**src/rtl/seq_detector_param.sv**
```systemverilog
// seq_detector_param
// Serial bit-pattern detector with a runtime-loadable pattern and care mask.
// Incoming bits (qualified by en) shift into a PAT_W-bit history; once PAT_W
// bits have been collected the history is compared against the pattern under
// the care mask, and a match raises Z for exactly one cycle.
// Overlapping matches keep the history; non-overlapping matches restart the fill.
//
// Handshake: there is no backpressure. A bit is consumed on every rising CLK
// edge where en=1 and load=0. load=1 takes priority and discards the history.
//
// Optional feature macro: MATCH_CNT_EN adds a saturating match counter on
// match_count, cleared by clr_count. When the macro is not defined,
// match_count is tied to zero and clr_count is ignored.
//
// state_o exposes the FSM state (EMPTY=0, FILLING=1, ARMED=2) for debug.
module seq_detector_param #(
   parameter int                 PAT_W     = 4,
   parameter logic [PAT_W-1:0]   PAT_RESET = 4'b1101,
   parameter int                 CNT_W     = 8
) (
   input  logic              CLK,
   input  logic              RESET_N,
   input  logic              en,
   input  logic              x,
   input  logic              load,
   input  logic [PAT_W-1:0]  pat_in,
   input  logic [PAT_W-1:0]  care_in,
   input  logic              overlap,
   input  logic              clr_count,
   output logic              Z,
   output logic [CNT_W-1:0]  match_count,
   output logic [1:0]        state_o
);

   localparam int FW = $clog2(PAT_W + 1);
   localparam logic [FW-1:0] FILL_FULL = FW'(PAT_W);

   typedef enum logic [1:0] {
      EMPTY   = 2'd0,
      FILLING = 2'd1,
      ARMED   = 2'd2
   } state_t;

   state_t            state_q, state_d;
   logic [PAT_W-1:0]  hist_q, hist_d;
   logic [FW-1:0]     fill_q, fill_d;
   logic [PAT_W-1:0]  pat_q, pat_d;
   logic [PAT_W-1:0]  care_q, care_d;
   logic              z_q, z_d;

   logic              sample;
   logic [PAT_W-1:0]  hist_shift;
   logic [FW-1:0]     fill_inc;
   logic              match;

   // A bit is taken only when qualified and not overridden by a pattern load.
   assign sample     = en & ~load;
   assign hist_shift = {hist_q[PAT_W-2:0], x};
   assign fill_inc   = (fill_q == FILL_FULL) ? FILL_FULL : fill_q + FW'(1);
   assign match      = sample && (fill_inc == FILL_FULL) &&
                       (((hist_shift ^ pat_q) & care_q) == '0);

   // Next-state for history, fill, pattern/mask and the match pulse.
   always_comb begin
      hist_d = hist_q;
      fill_d = fill_q;
      pat_d  = pat_q;
      care_d = care_q;
      z_d    = 1'b0;
      if (load) begin
         pat_d  = pat_in;
         care_d = care_in;
         hist_d = '0;
         fill_d = '0;
      end else if (sample) begin
         hist_d = hist_shift;
         fill_d = fill_inc;
         z_d    = match;
         // Non-overlapping: the next match must be built from fresh bits.
         if (match && !overlap) begin
            fill_d = '0;
         end
      end
   end

   // FSM state follows the fill level: empty, partially filled, or full.
   always_comb begin
      state_d = state_q;
      if (fill_d == '0) begin
         state_d = EMPTY;
      end else if (fill_d == FILL_FULL) begin
         state_d = ARMED;
      end else begin
         state_d = FILLING;
      end
   end

   // State register; reset restores the power-up pattern and an all-ones mask.
   always_ff @(posedge CLK or negedge RESET_N) begin
      if (!RESET_N) begin
         state_q <= EMPTY;
         hist_q  <= '0;
         fill_q  <= '0;
         pat_q   <= PAT_RESET;
         care_q  <= '1;
         z_q     <= 1'b0;
      end else begin
         state_q <= state_d;
         hist_q  <= hist_d;
         fill_q  <= fill_d;
         pat_q   <= pat_d;
         care_q  <= care_d;
         z_q     <= z_d;
      end
   end

   assign Z       = z_q;
   assign state_o = state_q;

`ifdef MATCH_CNT_EN
   logic [CNT_W-1:0] cnt_q, cnt_d;

   // Saturating count of match pulses; a clear beats a simultaneous match.
   always_comb begin
      cnt_d = cnt_q;
      if (clr_count) begin
         cnt_d = '0;
      end else if (z_d && (cnt_q != {CNT_W{1'b1}})) begin
         cnt_d = cnt_q + CNT_W'(1);
      end
   end

   // Counter register.
   always_ff @(posedge CLK or negedge RESET_N) begin
      if (!RESET_N) begin
         cnt_q <= '0;
      end else begin
         cnt_q <= cnt_d;
      end
   end

   assign match_count = cnt_q;
`else
   logic unused_clr_count;
   assign unused_clr_count = clr_count;
   assign match_count      = '0;
`endif

endmodule

```
**config.mk**
```make
export PLATFORM = sky130hd
export DESIGN_NAME = seq_detector_param
export DESIGN_NICKNAME = d
export VERILOG_FILES = /design/src/rtl/seq_detector_param.sv
export SDC_FILE = /design/constraint.sdc
export NUM_CORES = 1
export LEC_CHECK = 0
export CAP_MARGIN = 10
export CORE_ASPECT_RATIO = 0.9
export CORE_MARGIN = 2
export CORE_UTILIZATION = 48
export CTS_BUF_LIST = sky130_fd_sc_hd__clkbuf_4 sky130_fd_sc_hd__clkbuf_8
export CTS_CLUSTER_SIZE = 25
export DETAILED_ROUTE_END_ITERATION = 8
export PLACE_DENSITY_LB_ADDON = 0.25
export SYNTH_ARGS = -nofsm -noshare
export SYNTH_HDL_FRONTEND = slang
export SYNTH_SLANG_ARGS = --single-unit
export TNS_END_PERCENT = 100
```
**constraint.sdc**
```tcl
create_clock -name CLK -period 1.9 [get_ports CLK]
set_input_delay 0.38 -clock CLK [delete_from_list [all_inputs] [get_ports CLK]]
set_output_delay 0.38 -clock CLK [all_outputs]
set_load 0.03 [all_outputs]
```
; ---- After elaboration in Yosys (flattened, before gate mapping)
; Cells that the tools add are included.
[word_totals]
ff_bits = 17
inputBits = 15
wordCells = 31
[op_classes]
addsub = 1
n_eq_ne = 3
muxes = 10
bitwise = 4
reduce_logical = 7
[ops]
columns = operator, n
row1 = 3-bit 2-to-1 mux, 6
row2 = 3-bit equality test (second input constant), 3
row3 = 4-bit bitwise AND, 1
row4 = 4-bit zero test, 1
row5 = 2-bit 2-to-1 mux, 2
row6 = 4-bit XOR, 1
row7 = 3-bit by 1-bit adder with 3-bit output (second input constant), 1
row8 = 1-bit logical AND, 3
row9 = 3-bit zero test, 1
row10 = 1-bit 2-to-1 mux, 2
row11 = 2-bit nonzero test, 1
row12 = 1-bit bitwise AND, 1
row13 = 1-bit zero test, 1
row14 = 1-bit NOT, 1

; ---- Longest topological paths before layout
[logic_depth]
word_depth = 12
ltp_mapped = 6
depth_no_buf = 6

; ---- Worst setup path before layout
; OpenSTA, ideal clock, no wires.
[synth_timing]
path_type = reg-to-reg
from = register fill_q[0]
to = register state_q[1] (netlist: state_o[1])
setup_ps = 120
arrival_time_ps = 1244
slack_ps = 537
stages_incl_launch_ff = 7
path_buffers = 0
cell_sequence = dfrtp_1 > inv_1 > ha_1 > a21oi_2 > nor2_2 > a211oi_2 > and3b_1
[synth_via]
elab_chain_len = 12
elab_cells_between_ends = 14
[synth_lines]
columns = item, line_no
row1 = start: declaration, 46  ; logic [FW-1:0] fill_q, fill_d;
row2 = start signal: assignment, 110  ; fill_q <= fill_d;
row3 = 3-bit by 1-bit adder with 3-bit output / 3-bit equality test (equally long branches), 59  ; assign fill_inc = (fill_q == FILL_FULL) ? FILL_FULL : fill_q + FW'(1);
row4 = 3-bit 2-to-1 mux, 59
row5 = 3-bit equality test, 60  ; assign match = sample && (fill_inc == FILL_FULL) &&
row6 = 1-bit logical AND (2 in a row), 60
row7 = 1-bit logical AND, 80  ; if (match && !overlap) begin
row8 = 3-bit 2-to-1 mux, 80
row9 = 3-bit 2-to-1 mux *, 75  ; end else if (sample) begin
row10 = 3-bit 2-to-1 mux *, 70  ; if (load) begin
row11 = 3-bit equality test, 91  ; end else if (fill_d == FILL_FULL) begin
row12 = 2-bit 2-to-1 mux, 91
row13 = 2-bit 2-to-1 mux *, 89  ; if (fill_d == '0) begin
row14 = net state_d[1], 44  ; state_t state_q, state_d;
row15 = end signal: assignment, 108  ; state_q <= state_d;
row16 = end: declaration, 44
; The timed path passes the listed nets; every way through them passes the cells marked *.
; A chain may end at the register's enable or synchronous reset.

; ---- Final worst setup path
[layout_timing]
from = register state_q[0] (netlist: state_o[0])
to = output port state_o[0]
[layout_lines]
columns = item, line_no
row1 = end: declaration, 32  ; output logic [1:0] state_o
; No word-level cell between the ends.

==> impl_metrics.json <==
{
  "status": "finished clean",
  "area_growth_pct": 23.0,
  "clk-insertion-delay-late_ns": 0.29,
  "p_sw_w": 0.000202,
  "finalHoldViolCount": 0,
  "layout.area.seq_um2": 434,
  "clock_skew_ns": 0.00770,
  "slew_viol_final": 0,
  "design_area_um2": 1060,
  "avgSynthCellArea_um2": 11.9,
  "r2r-end": "state_o[1]",
  "placed_area_um2": 1030,
  "synth.cell_area_um2": 866,
  "cts_buffers": 3,
  "synth_cell_types": 26,
  "ios": 26,
  "num_vias": 567,
  "path_depth": 1,
  "final_nets": 111,
  "crit_start": "state_o[0]",
  "cts_root_buf": "clkbuf_4",
  "cts.clk_slew.worst_paths_ns": 0.10,
  "maxCapViolations": 0,
  "worstHoldPathType": "primary input to async pin",
  "cts_tree": "done",
  "grt_pass1_vias": 531,
  "cp-start-kind": "flip-flop",
  "antenna_found_initial": 0,
  "cp.arrival_ns": 1.29,
  "synth_top_area_cell": "dfrtp_1",
  "slowest_delay_ns": 0.66,
  "period_minus_slack_ns": 1.67,
  "drt_iter0_drc": 7,
  "cts_setup_buffers": 0,
  "seqPwrFrac": 0.541,
  "clockPowerShare": 0.263,
  "crit_required_ns": 1.52,
  "synthCells": 73,
  "crit_path_cell_trace": "clkdlybuf4s50_1",
  "num_rows": 14,
  "finalSetupTns_ns": 0,
  "r2r_start": "fill_q[0]",
  "htreeDepth": 1,
  "slowest_stage": "clkdlybuf4s50_1",
  "drt-wirelength-per-cell_um": 11.6,
  "antenna_cells": 0,
  "start_util": 0.515,
  "whs_ns": 0.407,
  "ctsResizeCount": 0,
  "dieArea_um2": 2160,
  "p_leak_nw": 0.480,
  "final-setup-viol-count": 0,
  "reg2reg_depth": 6,
  "ir_drop_mv": 0.583,
  "dpl.hpwl_mm": 1.05,
  "grt_max_degree": 18,
  "ys_warn_count": 0,
  "critPathKind": "flip-flop to output pin",
  "cp-endpoint": "state_o[0]",
  "multi_input_area_um2": 373,
  "drc": 0,
  "drt-total-wl_mm": 1.36,
  "routed_via_density": 4.85,
  "total_power_w": 0.000770,
  "critPathCaptureType": "output pin",
  "drt_pre_antenna_iters": 4,
  "combPwrFrac": 0.196,
  "yosys-top-cells-area": "dfrtp_1, dfstp_2, mux2_2, buf_4, mux2i_1",
  "finalWeightedCongestion": 0.820,
  "grt_usage": 0.149,
  "p_int_w": 0.000568,
  "io_buffers": 16,
  "ys_seq_elements": 17,
  "crit_family": "buffers and inverters",
  "seq_area_frac_synth": 0.501,
  "cp_max_fo": 1,
  "dieWidth_um": 48.8,
  "drive_gt1_frac": 0.290,
  "grt_pass1_wl_mm": 2.38,
  "post-route-period-util": 0.879,
  "path_buf_inv": 1,
  "fillers": 146,
  "dieHeight_um": 44.3,
  "gr-total-overflow": 0,
  "ctsHoldBuffers": 0,
  "core-area_um2": 1680,
  "r2r_setup_slack_ns": 0.38,
  "cts_num_sinks": 17,
  "max_freq_mhz": 599,
  "utilization": 0.633,
  "yosysTopAreaCellShare": 0.289,
  "rsz0062_at_grt": "false",
  "drtAntennaViolNets": 0,
  "swShare": 0.262,
  "cts_buffer_depth": 2,
  "p_per_area_nw_per_um2": 723
}
==> power groups by stage <==
stage,registers (W),logic (W),clock network [W]
final,0.000416,0.000151,0.000203
after global routing,0.000420,0.000166,0.000227
after CTS,0.000417,0.000152,0.000212
after detailed placement,0.000423,0.000152,0
after global placement,0.000422,0.000148,0
after floorplan,0.000423,0.000106,0
==> area by class of cell <==
cell class | count | share of cell area
Multi-Input combinational cell | 50 | 0.350
Sequential cell | 17 | 0.408
Tap cell | 24 | 0.0282
Inverter | 2 | 0.00705
Timing Repair Buffer | 20 | 0.179
Clock buffer | 4 | 0.0282
==> stage by stage <==
| step | std cells | setup WS [ns] |
|---|---|---|
| 2_1_floorplan | 80 | 0.537 |
| 3_3_place_gp | 113 | 0.167 |
| 3_5_place_dp | 113 | 0.148 |
| 4_1_cts | 117 | 0.216 |
| 5_1_grt | 117 | 0.190 |
| 6_report | 117 | 0.230 |
==> kinds of logic after synthesis <==
group	Yosys count	share of synthesized area
xor+xnor	4	0.0405
compound gates	9	0.0780
flops	17	0.501
mux	13	0.162
buf+inv	13	0.0983
fa+ha+maj	2	0.0289
other cells	1	0.00433
simple gates	14	0.0867
==> synth_stat cells <==
library cell / count
a211oi_1: 1
a211oi_2: 1
a21oi_1: 2
a21oi_2: 1
a22oi_1: 2
a311oi_1: 1
and2_1: 1
and2b_2: 1
and3b_1: 1
buf_2: 2
buf_4: 9
conb_1: 1
dfrtp_1: 10
dfstp_2: 7
ha_1: 2
inv_1: 2
mux2_2: 8
mux2i_1: 5
nand3_1: 1
nand4_1: 1
nor2_1: 6
nor2_2: 1
nor2b_1: 1
nor3_1: 1
o21ai_0: 1
xor2_1: 4
==> worst min path at each step <==
| stage | start | to | depth (start not counted) |
|---|---|---|---|
| 2_1_floorplan | RESET_N | Z | 0 |
| 3_3_place_gp | pat_q[1] | pat_q[1] | 1 |
| 3_5_place_dp | pat_q[1] | pat_q[1] | 1 |
| 4_1_cts | RESET_N | Z | 2 |
| 5_1_grt | RESET_N | Z | 2 |
| 6_report | RESET_N | Z | 2 |
==> flip-flops by register name (all words and copies together) (netlist names) <==
signal   cells
care_q       4
state_o      2
Z            1
pat_q        4
hist_q       3
fill_q       3
==> cells in the final DEF, fill, tap and decap left out, drive strengths merged <==
cell type,instances
dfstp,7
mux2,8
ha,2
dfrtp,10
a22oi,2
a311oi,1
nor3,1
a21oi,3
nor2,7
buf,4
xor2,4
a211oi,2
inv,2
conb,8
mux2i,5
and3b,1
clkbuf,4
and2b,1
o21ai,1
clkdlybuf4s50,16
nand3,1
and2,1
nand4,1
nor2b,1
==> metal layers <==
layer | share of wire | vias to the layer above | track usage
li1 | - | 272 | -
met1 | 0.43 | 270 | 0.175
met2 | 0.48 | 23 | 0.252
met3 | 0.078 | 2 | 0.0608
met4 | 0.011 | 0 | 0.0514
met5 | 0 | - | 0
Note: power is estimated with default switching activity, not from simulation.
